===== src/rtl/inst_fetch_pkg.sv =====
// inst_fetch_pkg: shared fetch-side constants, bus widths and FSM state type
package inst_fetch_pkg;
  localparam int InstAddressBus = 32;
  localparam int InstDataBus = 32;
  localparam logic [31:0] ZeroWord = 32'h0000_0000;
  localparam logic [31:0] RESET_PC = 32'h0000_0000;
  localparam logic ResetEnable = 1'b1;
  localparam logic BranchEnable = 1'b1;
  typedef enum logic [1:0] {IDLE, REQ, WAIT} fetch_state_e;
endpackage


===== src/rtl/inst_fetch_fifo.sv =====
// fetch_fifo: 2-entry in-order {pc, inst} buffer; entry 0 is always the head
module fetch_fifo
  import inst_fetch_pkg::*;
#(
  parameter int PC_W = InstAddressBus,
  parameter int D_W = InstDataBus
) (
  input  logic            clk,
  input  logic            rst,
  input  logic            push,
  input  logic            pop,
  input  logic            flush,
  input  logic [PC_W-1:0] push_pc,
  input  logic [D_W-1:0]  push_inst,
  output logic [1:0]      count,
  output logic [PC_W-1:0] head_pc,
  output logic [D_W-1:0]  head_inst
);
  localparam int W = PC_W + D_W;
  logic [W-1:0] e0_q, e0_d, e1_q, e1_d;
  logic [1:0] count_q, count_d;
  logic wr1;
  always_comb begin
    wr1 = (count_q - {1'b0, pop}) != 2'd0;
    e0_d = (push && !wr1) ? {push_pc, push_inst} : pop ? e1_q : e0_q;
    e1_d = (push && wr1) ? {push_pc, push_inst} : e1_q;
    count_d = flush ? 2'd0 : count_q + {1'b0, push} - {1'b0, pop};
  end
  always_ff @(posedge clk) begin
    if (rst == ResetEnable) begin
      e0_q <= '0;
      e1_q <= '0;
      count_q <= 2'd0;
    end else begin
      e0_q <= e0_d;
      e1_q <= e1_d;
      count_q <= count_d;
    end
  end
  assign count = count_q;
  assign {head_pc, head_inst} = e0_q;
endmodule


===== src/rtl/inst_fetch.sv =====
// inst_fetch: PC generation, credit-limited req/gnt/rvalid fetch and IF/ID presentation
module inst_fetch
  import inst_fetch_pkg::*;
#(
  parameter int ADDR_W = InstAddressBus,
  parameter int DATA_W = InstDataBus,
  parameter logic [ADDR_W-1:0] RESET_PC = ADDR_W'(inst_fetch_pkg::RESET_PC)
) (
  input  logic              clk,
  input  logic              rst,
  output logic              imem_req,
  output logic [ADDR_W-1:0] imem_addr,
  input  logic              imem_gnt,
  input  logic              imem_rvalid,
  input  logic [DATA_W-1:0] imem_rdata,
  input  logic              stall,
  input  logic              branch_flag,
  input  logic [ADDR_W-1:0] branch_target,
  output logic              if_valid,
  output logic [ADDR_W-1:0] if_pc,
  output logic [DATA_W-1:0] if_inst
);
  fetch_state_e state_q, state_d;
  logic [ADDR_W-1:0] fetch_pc_q, fetch_pc_d, issued_pc_q, issued_pc_d;
  logic out_q, out_d, discard_q, discard_d, req_q;
  logic branch, fire, resp, push, pop, credit;
  logic [1:0] count, cnt_nx;
  logic [ADDR_W-1:0] head_pc;
  logic [DATA_W-1:0] head_inst;
  assign branch = branch_flag == BranchEnable;
  assign fire = req_q & imem_gnt;
  assign resp = out_q & imem_rvalid;
  assign if_valid = count != 2'd0;
  assign pop = if_valid & !stall & !branch;
  assign push = resp & !discard_q & !branch;
  assign cnt_nx = branch ? 2'd0 : count + {1'b0, push} - {1'b0, pop};
  always_comb begin
    out_d = fire ? 1'b1 : resp ? 1'b0 : out_q;
    // a response still in flight after a redirect belongs to the old path
    discard_d = branch ? ((out_q & !resp) | fire) : resp ? 1'b0 : discard_q;
    fetch_pc_d = branch ? (branch_target & ~ADDR_W'(3)) : fire ? fetch_pc_q + ADDR_W'(4) : fetch_pc_q;
    issued_pc_d = fire ? fetch_pc_q : issued_pc_q;
    credit = ({1'b0, cnt_nx} + {2'b00, out_d}) < 3'd2;
    state_d = branch ? (out_d ? WAIT : REQ)
            : (state_q == IDLE) ? (credit ? REQ : IDLE)
            : (state_q == REQ) ? (fire ? WAIT : REQ)
            : resp ? (credit ? REQ : IDLE) : WAIT;
  end
  always_ff @(posedge clk) begin
    if (rst == ResetEnable) begin
      state_q <= IDLE;
      req_q <= 1'b0;
      fetch_pc_q <= RESET_PC;
      issued_pc_q <= RESET_PC;
      out_q <= 1'b0;
      discard_q <= 1'b0;
    end else begin
      state_q <= state_d;
      req_q <= state_d == REQ;
      fetch_pc_q <= fetch_pc_d;
      issued_pc_q <= issued_pc_d;
      out_q <= out_d;
      discard_q <= discard_d;
    end
  end
  fetch_fifo #(.PC_W(ADDR_W), .D_W(DATA_W)) u_fifo (
    .clk(clk),
    .rst(rst),
    .push(push),
    .pop(pop),
    .flush(branch),
    .push_pc(issued_pc_q),
    .push_inst(imem_rdata),
    .count(count),
    .head_pc(head_pc),
    .head_inst(head_inst)
  );
  assign imem_req = req_q;
  assign imem_addr = fetch_pc_q;
  assign if_pc = if_valid ? head_pc : '0;
  assign if_inst = if_valid ? head_inst : DATA_W'(ZeroWord);
endmodule


===== config.mk =====
export PLATFORM = sky130hd
export DESIGN_NAME = inst_fetch
export DESIGN_NICKNAME = d
export VERILOG_FILES = /design/src/rtl/inst_fetch_pkg.sv /design/src/rtl/inst_fetch_fifo.sv /design/src/rtl/inst_fetch.sv
export SDC_FILE = /design/constraint.sdc
export NUM_CORES = 1
export LEC_CHECK = 0
export CAP_MARGIN = 20
export CORE_MARGIN = 5
export CORE_UTILIZATION = 45
export DETAILED_ROUTE_END_ITERATION = 10
export DONT_BUFFER_PORTS = 1
export GPL_ROUTABILITY_DRIVEN = 0
export RECOVER_POWER = 100
export SYNTH_ARGS = -nofsm -noshare
export SYNTH_HDL_FRONTEND = slang
export SYNTH_HIERARCHICAL = 1
export SYNTH_SLANG_ARGS = --single-unit

===== constraint.sdc =====
create_clock -name clk -period 3.6 [get_ports clk]
set_input_delay 0.9 -clock clk [delete_from_list [all_inputs] [get_ports clk]]
set_output_delay 0.9 -clock clk [all_outputs]
set_load 0.005 [all_outputs]

### After elaboration in Yosys (flattened, before gate mapping)

Cells that the tools add are included.

* register bits after elaboration: 199

* add/sub/neg operators: 5
* reduce and logical (&&, ||, !) cells: 14
* magnitude comparators: 1
* mux-type cells: 18
* bitwise operators: 8
* equal/unequal tests: 2

Operators with widths (number)
* $mux W32: 4
* $mux W64: 2
* $add A32 B3 Y32 const B: 1
* $mux W2: 7
* $reduce_bool A2 Y1: 5
* $and A1 B1 Y1: 7
* $logic_not A1 Y1: 5
* $mux W1: 5
* $eq A2 B1 Y1 const B: 2
* $sub A2 B1 Y2: 2
* $add A2 B1 Y3: 1
* $lt A3 B2 Y1 const B: 1
* $add A2 B1 Y2: 1
* $logic_and A1 B1 Y1: 2
* $logic_not A2 Y1: 1
* $reduce_or A2 Y1: 1
* $or A1 B1 Y1: 1

### Depth between registers and ports, before layout

Gate-level depths: netlist of run 1.

* depth after elaboration: 14
* gate-level depth with buffers: 11
* gate-level depth less buffers: 9

### Modules after synthesis

The synthesis of run 1 kept the hierarchy.

By module, submodules not included
* fetch_fifo: cells each 759, area each 6897.9 sq um, times used 1
* inst_fetch: cells each 467, area each 3514.6 sq um, times used 1

### Worst setup path before layout of run 1

No wires, ideal clock.

* kind: input to register
* from: input branch_flag
* to: register u_fifo.count_q[0], in the netlist u_fifo/count[0]
* required time: 3.473 ns
* stages: 10
* buffers on the path: 5
* setup time: 0.127 ns
* arrival: 2.914 ns
* slack: 0.558 ns
* cell sequence: clkbuf_1 > buf_1 > nor3b_1 > ha_1 > buf_2 > buf_2 > buf_1 > inv_1 > ha_1 > nor3b_1

* elaborated cells on any way between the ends: 6

RTL lines
* start: declaration: RTL line inst_fetch.sv:17 `input logic branch_flag,`
* $logic_not A1 Y1: RTL line inst_fetch.sv:34 `assign pop = if_valid & !stall & !branch;`
* $and A1 B1 Y1: RTL line inst_fetch.sv:34
* named net pop: RTL line inst_fetch.sv:26 `logic branch, fire, resp, push, pop, credit;`
* $sub A2 B1 Y2: RTL line inst_fetch_fifo.sv:27 `count_d = flush ? 2'd0 : count_q + {1'b0, push} - {1'b0, pop};`
* $mux W2
* end signal: assignment: RTL line inst_fetch_fifo.sv:37 `count_q <= count_d;`
* end: declaration: RTL line inst_fetch_fifo.sv:21 `logic [1:0] count_q, count_d;`

The timed path passes the listed nets, and every way through them passes these cells.
A chain may end at the register's enable or synchronous reset.

### Final worst setup path of run 1

* from: register u_fifo.count_q[1], in the netlist u_fifo/count[1]
* to: register u_fifo.e1_q[63]

* longest elaborated chain between the ends: 6

Ends and longest elaborated chain
* $reduce_bool A2 Y1: RTL line inst_fetch.sv:33 `assign if_valid = count != 2'd0;`
* $and A1 B1 Y1 (2 in a row): RTL line inst_fetch.sv:34
* named net pop: RTL line inst_fetch.sv:26
* $sub A2 B1 Y2: RTL line inst_fetch_fifo.sv:24 `wr1 = (count_q - {1'b0, pop}) != 2'd0;`
* $reduce_bool A2 Y1: RTL line inst_fetch_fifo.sv:24
* $logic_and A1 B1 Y1: RTL line inst_fetch_fifo.sv:26 `e1_d = (push && wr1) ? {push_pc, push_inst} : e1_q;`
* end signal: assignment: RTL line inst_fetch_fifo.sv:32 `e1_q <= '0;`
* end signal: assignment: RTL line inst_fetch_fifo.sv:36 `e1_q <= e1_d;`
* end: declaration: RTL line inst_fetch_fifo.sv:20 `logic [W-1:0] e0_q, e0_d, e1_q, e1_d;`

The timed path passes the listed nets, and every way through them passes these cells.

==> results of run 1 <==
[worst max-delay path: cells and delay by family (launching register included)]
kind | cells | cell delay [ps]
adders and majority gates | 1 | 380
buffers and inverters | 2 | 1000
and+or+nand+nor | 3 | 740
DFF | 1 | 580
AOI/OAI and AO/OA | 2 | 290
[synthesized netlist by cell type (12+ instances only)]
cell,instances
sky130_fd_sc_hd__nand4b_1,64
sky130_fd_sc_hd__o311ai_0,40
sky130_fd_sc_hd__nor2_1,32
sky130_fd_sc_hd__a21oi_1,36
sky130_fd_sc_hd__a311oi_1,12
sky130_fd_sc_hd__a211oi_1,72
sky130_fd_sc_hd__dfxtp_1,195
sky130_fd_sc_hd__a31oi_1,68
sky130_fd_sc_hd__nand4_1,15
sky130_fd_sc_hd__mux2i_1,64
sky130_fd_sc_hd__nor3_1,71
sky130_fd_sc_hd__clkbuf_1,75
sky130_fd_sc_hd__o311ai_1,27
sky130_fd_sc_hd__nor3b_1,68
sky130_fd_sc_hd__and2_1,67
sky130_fd_sc_hd__nand2_1,150
sky130_fd_sc_hd__buf_2,45
[cells in the final DEF (no fill, tap or decap), drive strengths merged, types with 2 or more instances in the layout]
cell type	Yosys	final
dfxtp	195	195
nand2	150	150
a211oi	74	74
nor3	71	71
nor3b	68	68
a31oi	68	68
and2	67	67
o311ai	67	67
mux2i	64	64
nand4b	64	64
a21oi	36	36
nor2	33	33
clkbuf	75	25
buf	65	18
nand4	15	15
a311oi	12	12
nand3	12	12
inv	7	12
or3	11	11
xnor2	10	10
or4	8	8
conb	1	8
o21ai	7	7
nor4	6	6
o31ai	6	6
xor2	6	6
ha	5	5
and4	5	5
and3	4	4
clkinv	1	4
clkinvlp	0	3
or2	2	2
nor2b	2	2
nand3b	2	2
a2111oi	2	2
nand2b	2	2
o221ai	2	2
[through the flow]
step	instances	cell area, sq um
final	1433	11000
after global routing	1433	11000
after CTS	1433	11000
after detailed placement	1401	10400
after global placement	1401	10400
after floorplan	1233	10400
[cell type report]
cell class / instances / share of cell area [%]
Timing Repair Buffer: 23 / 1.89
Clock buffer: 20 / 4.16
Sequential cell: 195 / 35.5
Multi-Input combinational cell: 890 / 53.8
Inverter: 8 / 0.273
Clock inverter: 12 / 1.11
Tap cell: 285 / 3.25
[flip-flops by register name, summed over array words and instances, names as in the netlist, 2 cells and up]
signal	cells
u_fifo/count	2
state_q	2
issued_pc_q	30
u_fifo/e1_q	64
imem_addr	30
u_fifo/e0_q	64
[worst max path at each step]
stage,startpoint,endpoint,slack (ps),cells past startpoint
floorplan,branch_flag,u_fifo/count[0],560,10
global placement,branch_flag,u_fifo/e0_q[4],710,5
finish,u_fifo/count[1],u_fifo/e1_q[63],490,8
CTS,u_fifo/count[1],if_pc[15],650,3
detailed placement,branch_flag,u_fifo/e0_q[13],700,5
global route,u_fifo/count[1],u_fifo/e1_q[1],270,8
[cells by family after synthesis]
family                     after synthesis
and+or+nand+nor                        522
DFF                                    195
adders and majority gates                5
xor gates and xnor gates                16
muxes                                   64
other                                    1
buffers and inverters                  148
AOI/OAI and AO/OA                      275
[power groups by stage]
stage	Combinational (W)	Sequential, W	Clock [W]
4_1_cts	0.000211	0.00231	0.00195
3_3_place_gp	0.000206	0.00235	0
6_report	0.000207	0.00231	0.00190
2_1_floorplan	0.000224	0.00232	0
5_1_grt	0.000233	0.00232	0.00204
3_5_place_dp	0.000210	0.00236	0
[layer usage]
| metal | part of all wire [%] | vias up |
|---|---|---|
| met3 | 7.3 | 30 |
| met2 | 44 | 262 |
| met4 | 1.5 | 2 |
| met5 | 0.043 | - |
| met1 | 47 | 4282 |
| li1 | - | 4451 |
==> run metrics, run 1 <==
status completed; global route hottest layer met2; met3 track utilization from global routing 6.01%; Max VDD drop 0.222 mV; adder and majority gate portion of the synthesized area 0.601%; Synth Register Bits 195; critical setup path kind flop to flop; source of the worst register-to-register timing path u_fifo/count[1]; sequence of cells on the critical path or2_2, nor3b_1, ha_1, clkbuf_2, nor2_4, clkbuf_2, a31oi_1, o311ai_0; overall track demand over capacity in global routing 20.8%; leakage power 3.12 nW; Initial Util 45.9%; startpoint of the lowest-slack hold path discard_q; fraction of power consumed by combinational cells 4.7%; sequential element share of the synthesized area 37.5%; drt first-iter violations 569; power density of the placed cells 402 nW/um^2; Compound-Gate Fraction of Synth Area 19.1%; kind of launch point of the worst setup path flop; sequential share of power 52.3%; synthesized instance count 1226; post-synthesis instance area 10400 sq um; final clock period utilization by the worst path 86.3%; Vert. Die Dim 162 um; floorplan core area 22700 sq um; data arrival time of the critical path 3420 ps; average instance area after synthesis 8.49 sq um; post-CTS setup-driven buffer insertion count 0; TritonCTS clock tree done; hold-fix buffers at CTS 0; part of the power in the clock network 43.0%; relative slew slack 3.09%; post-cts repair resize count 0; Max Root-Sink Buffers 2; detailed-router iteration count before antenna repair 5; simple-gate share of the synthesized area 28.9%; area of the multi-input gates 5910 sq um; CTS H-tree lvls 4; number of routed nets with antenna violations 0; largest net degree at the start of global routing 331; Critical Path Most Common Cell sky130_fd_sc_hd__clkbuf_2; antenna violations before repair 1; asr flop ratio synth 0%; Clock Skews 12.8 ps; Post-synth EDFFs 0; DPL Wire Length 16700 um; share of final-layout standard cells stronger than drive strength 1 5.75%; internal reg-to-reg setup slack 490 ps; count of antenna diodes in the layout 0; delay of the slowest critical-path stage 640 ps; Final Power 0.00441 W; internal power 0.00332 W; top area cells in the synthesized netlist sky130_fd_sc_hd__dfxtp_1, sky130_fd_sc_hd__mux2i_1, sky130_fd_sc_hd__nand2_1; xor and xnor area share after synthesis 1.42%; endpoint kind of the worst setup timing path flop; Final setup viols 0; buffers added on ports 0; wire length of the first global-routing pass 45700 um; sum of overflow across all layers after global routing 0; path category of the worst min-delay check flop to flop; post-route setup slack 494 ps; routed length per placed instance 19.6 um; Net Sw Frac 24.8%; final cell utilization of the core 48.4%; die span in x 162 um; cell taking the most area after synthesis sky130_fd_sc_hd__dfxtp_1; hold-critical path endpoint discard_q; FMAX 322 MHz; fraction of synthesized cell area taken by the top area cell type 37.5%; hold-critical path depth 2; Filler cells 2225; clk sink count 195; slew at the pin closest to its max-slew limit 1450 ps; number of max-slew violations in the final report 0; top fanout value on the critical path 30; Routed Wire Length 28200 um; reported net switching power 0.00109 W; multiplexer area fraction after synthesis 6.15%; number of vias in the routed layout 9027; hold violation count in the final report 0; combinational family with the most area after synthesis simple AND/OR/NAND/NOR gates; # DRC 0; met1 Resource Use GR 29.1%; total area of sequential cells 3900 sq um; worst r2r dst u_fifo/e1_q[63]; I/O pin total 168; primary flip-flop cell chosen by synthesis mapping sky130_fd_sc_hd__dfxtp_1; met2 track demand over resource in global routing 31.4%; clock transition at the register clock pins on the worst setup and hold paths after CTS 70 ps; via count of the first global-routing pass 8316; number of clock buffers inserted by TritonCTS 17; post-place setup slack 695 ps; floorplan die area 26300 sq um; Core Rows 55; r2r worst-path depth 8; synthesis-to-layout area growth 5.48%; Fin Setup TNS 0 ps; # Max-Cap Violations 0; tightest hold margin 477 ps; final net count 1210; time the final worst path needs with I/O delays and setup 3110 ps; number of vias per cell 6.30; cell with the largest stage delay on the worst path sky130_fd_sc_hd__clkbuf_2; required time of the critical path 3910 ps; count of warnings emitted by yosys 6; clock network latency to the later pin of the worst-skew pair 430 ps; RSZ-0062 raised after global routing no; CTS root buffer sky130_fd_sc_hd__clkbuf_16; post-synthesis cell type count 48
(Power assumes the default switching activity.)
==> run 2, diff against run 1 <==
--- a/config.mk
+++ b/config.mk
@@ -6,12 +6,14 @@
 export NUM_CORES = 1
 export LEC_CHECK = 0
 export CAP_MARGIN = 20
-export CORE_MARGIN = 5
+export CORE_ASPECT_RATIO = 1.1
+export CORE_MARGIN = 1
 export CORE_UTILIZATION = 45
 export DETAILED_ROUTE_END_ITERATION = 10
 export DONT_BUFFER_PORTS = 1
 export GPL_ROUTABILITY_DRIVEN = 0
 export RECOVER_POWER = 100
+export SLEW_MARGIN = 20
 export SYNTH_ARGS = -nofsm -noshare
 export SYNTH_HDL_FRONTEND = slang
 export SYNTH_HIERARCHICAL = 1
==> run metrics, run 2 (synthesis results as in run 1) <==
endpoint kind of the worst setup timing path flop; number of routed nets with antenna violations 0 (unchanged); floorplan die area 23800 sq um (-9.6%); overall track demand over capacity in global routing 23.2% (+2.5 points); status complete, but fails checks; die span in x 147 um (-9.3%); worst r2r dst u_fifo/count[0]; routed length per placed instance 19.2 um (-2.2%); RSZ-0062 raised after global routing no; drt first-iter violations 680 (+20%); largest net degree at the start of global routing 331 (unchanged); Core Rows 58 (+5.5%); violated checks max-capacitance violations, max-slew violations; share of final-layout standard cells stronger than drive strength 1 4.99% (-0.76 points); hold-critical path depth 2 (unchanged); sequential share of power 51.6% (-0.7 points); r2r worst-path depth 7 (-1); source of the worst register-to-register timing path u_fifo/count[1]; Clock Skews 11.2 ps (-1.51 ps); kind of launch point of the worst setup path flop; post-CTS setup-driven buffer insertion count 0 (unchanged); startpoint of the lowest-slack hold path discard_q; via count of the first global-routing pass 8089 (-2.7%); Max Root-Sink Buffers 2 (unchanged); critical setup path kind flop to flop; reported net switching power 0.00107 W (-2.0%); Routed Wire Length 27700 um (-1.5%); # Max-Cap Violations 1 (+1); DPL Wire Length 15800 um (-5.1%); data arrival time of the critical path 3280 ps (-140 ps); final net count 1205 (-0.41%); internal power 0.00340 W (+2.4%); clock transition at the register clock pins on the worst setup and hold paths after CTS 60 ps (about the same); Net Sw Frac 24.0% (-0.81 points); top fanout value on the critical path 41 (+37%); fraction of power consumed by combinational cells 4.7% (about the same); relative slew slack -12.5% (-16 points); cell with the largest stage delay on the worst path sky130_fd_sc_hd__ha_1; path category of the worst min-delay check flop to flop; number of max-slew violations in the final report 42 (+42); hold-critical path endpoint discard_q; clk sink count 195 (unchanged); hold-fix buffers at CTS 0 (unchanged); I/O pin total 168 (unchanged); part of the power in the clock network 43.8% (+0.8 points); number of vias per cell 6.21 (-1.5%); tightest hold margin 472 ps (-4.89 ps); count of antenna diodes in the layout 0 (unchanged); number of vias in the routed layout 8955 (-0.80%); Initial Util 45.7% (-0.16 points); Fin Setup TNS 0 ps (unchanged); kind of cell with the highest combined delay on the critical path adder cells; sequence of cells on the critical path or2_2, nor3b_1, ha_1, buf_4, inv_1, ha_1, nor3b_1; Vert. Die Dim 162 um (-0.35%); largest registers in the final layout u_fifo/e0_q: 64 flops, u_fifo/e1_q: 64 flops; # DRC 0 (unchanged); slew at the pin closest to its max-slew limit 1690 ps (+234 ps); leakage power 3.11 nW (-0.21%); leading cell type in the layout, fill and taps excluded sky130_fd_sc_hd__dfxtp_1; post-cts repair resize count 0 (unchanged); wire length of the first global-routing pass 45100 um (-1.4%); final clock period utilization by the worst path 82.8% (-3.5 points); buffers added on ports 0 (unchanged); internal reg-to-reg setup slack 620 ps (+130 ps); time the final worst path needs with I/O delays and setup 2980 ps (-126 ps); TritonCTS clock tree done; CTS H-tree lvls 4 (unchanged); CTS root buffer sky130_fd_sc_hd__clkbuf_16; sum of overflow across all layers after global routing 0 (unchanged); Filler cells 2188 (-1.7%); commonest cells after routing, fill and taps aside sky130_fd_sc_hd__dfxtp_1, sky130_fd_sc_hd__nand2_1, sky130_fd_sc_hd__a211oi_1; floorplan core area 22800 sq um (+0.34%); antenna violations before repair 0 (-1); required time of the critical path 3900 ps (about the same); delay of the slowest critical-path stage 600 ps (-40 ps); power density of the placed cells 407 nW/um^2 (+1.3%); number of clock buffers inserted by TritonCTS 17 (unchanged); Max VDD drop 0.295 mV (+33%); detailed-router iteration count before antenna repair 5 (unchanged); hold violation count in the final report 0 (unchanged); synthesis-to-layout area growth 5.54% (about the same); CP bufs+invs 2 (unchanged); FMAX 336 MHz (+4.2%); Final setup viols 0 (unchanged); clock network latency to the later pin of the worst-skew pair 430 ps (about the same)
==> run 2: metal layers <==
metal / GRT usage [%] / share of wire (%) / wire [um] / up-vias
met2: 36.1 / 44 / 12300 / 331
met3: 5.28 / 7.0 / 1940 / 18
met5: 0 / 0 / 0 / -
met1: 32.5 / 48 / 13200 / 4176
met4: 5.76 / 0.88 / 244 / 0
li1: - / - / - / 4430
==> run 2: layout make-up <==
type | count | area, sq um | area share (%)
inverter | 8 | 30.0 | 0.273
timing repair buffer | 18 | 199 | 1.81
sequential | 195 | 3900 | 35.5
multi-input combinational | 890 | 5890 | 53.6
tap | 300 | 375 | 3.42
clock buffer | 22 | 474 | 4.32
clock inverter | 10 | 121 | 1.10
==> run 2: through the flow <==
stage,power [W],util (%),setup slack (ps),instances,cell area (sq um)
floorplan,0.00255,-,558,1233,10400
global placement,0.00256,45.8,765,1411,10400
detailed placement,0.00256,45.8,730,1411,10400
CTS,0.00452,48.4,699,1443,11000
global route,0.00464,48.2,376,1443,11000
finish,0.00447,48.2,620,1443,11000
==> run 2: worst max path at each step <==
stage,start,to,depth (start not counted)
finish,u_fifo/count[1],u_fifo/count[0],7
global route,u_fifo/count[1],u_fifo/e0_q[31],7
CTS,u_fifo/count[1],if_pc[16],3
detailed placement,branch_flag,u_fifo/count[1],7
global placement,branch_flag,u_fifo/count[1],7
floorplan,branch_flag,u_fifo/count[0],10
==> run 2: power by group through the flow <==
stage | clock network [W] | registers (W) | logic [W]
6_report | 0.00196 | 0.00230 | 0.000208
3_5_place_dp | 0 | 0.00235 | 0.000210
2_1_floorplan | 0 | 0.00232 | 0.000224
5_1_grt | 0.00209 | 0.00232 | 0.000234
4_1_cts | 0.00200 | 0.00230 | 0.000211
3_3_place_gp | 0 | 0.00235 | 0.000206
==> run 2: worst reg2reg max path, stage by stage (launching register included) <==
cell                      delay (ps)
sky130_fd_sc_hd__dfxtp_1         480
sky130_fd_sc_hd__or2_2           180
sky130_fd_sc_hd__nor3b_1         530
sky130_fd_sc_hd__ha_1            600
sky130_fd_sc_hd__buf_4           560
sky130_fd_sc_hd__inv_1           110
sky130_fd_sc_hd__ha_1            280
sky130_fd_sc_hd__nor3b_1         130
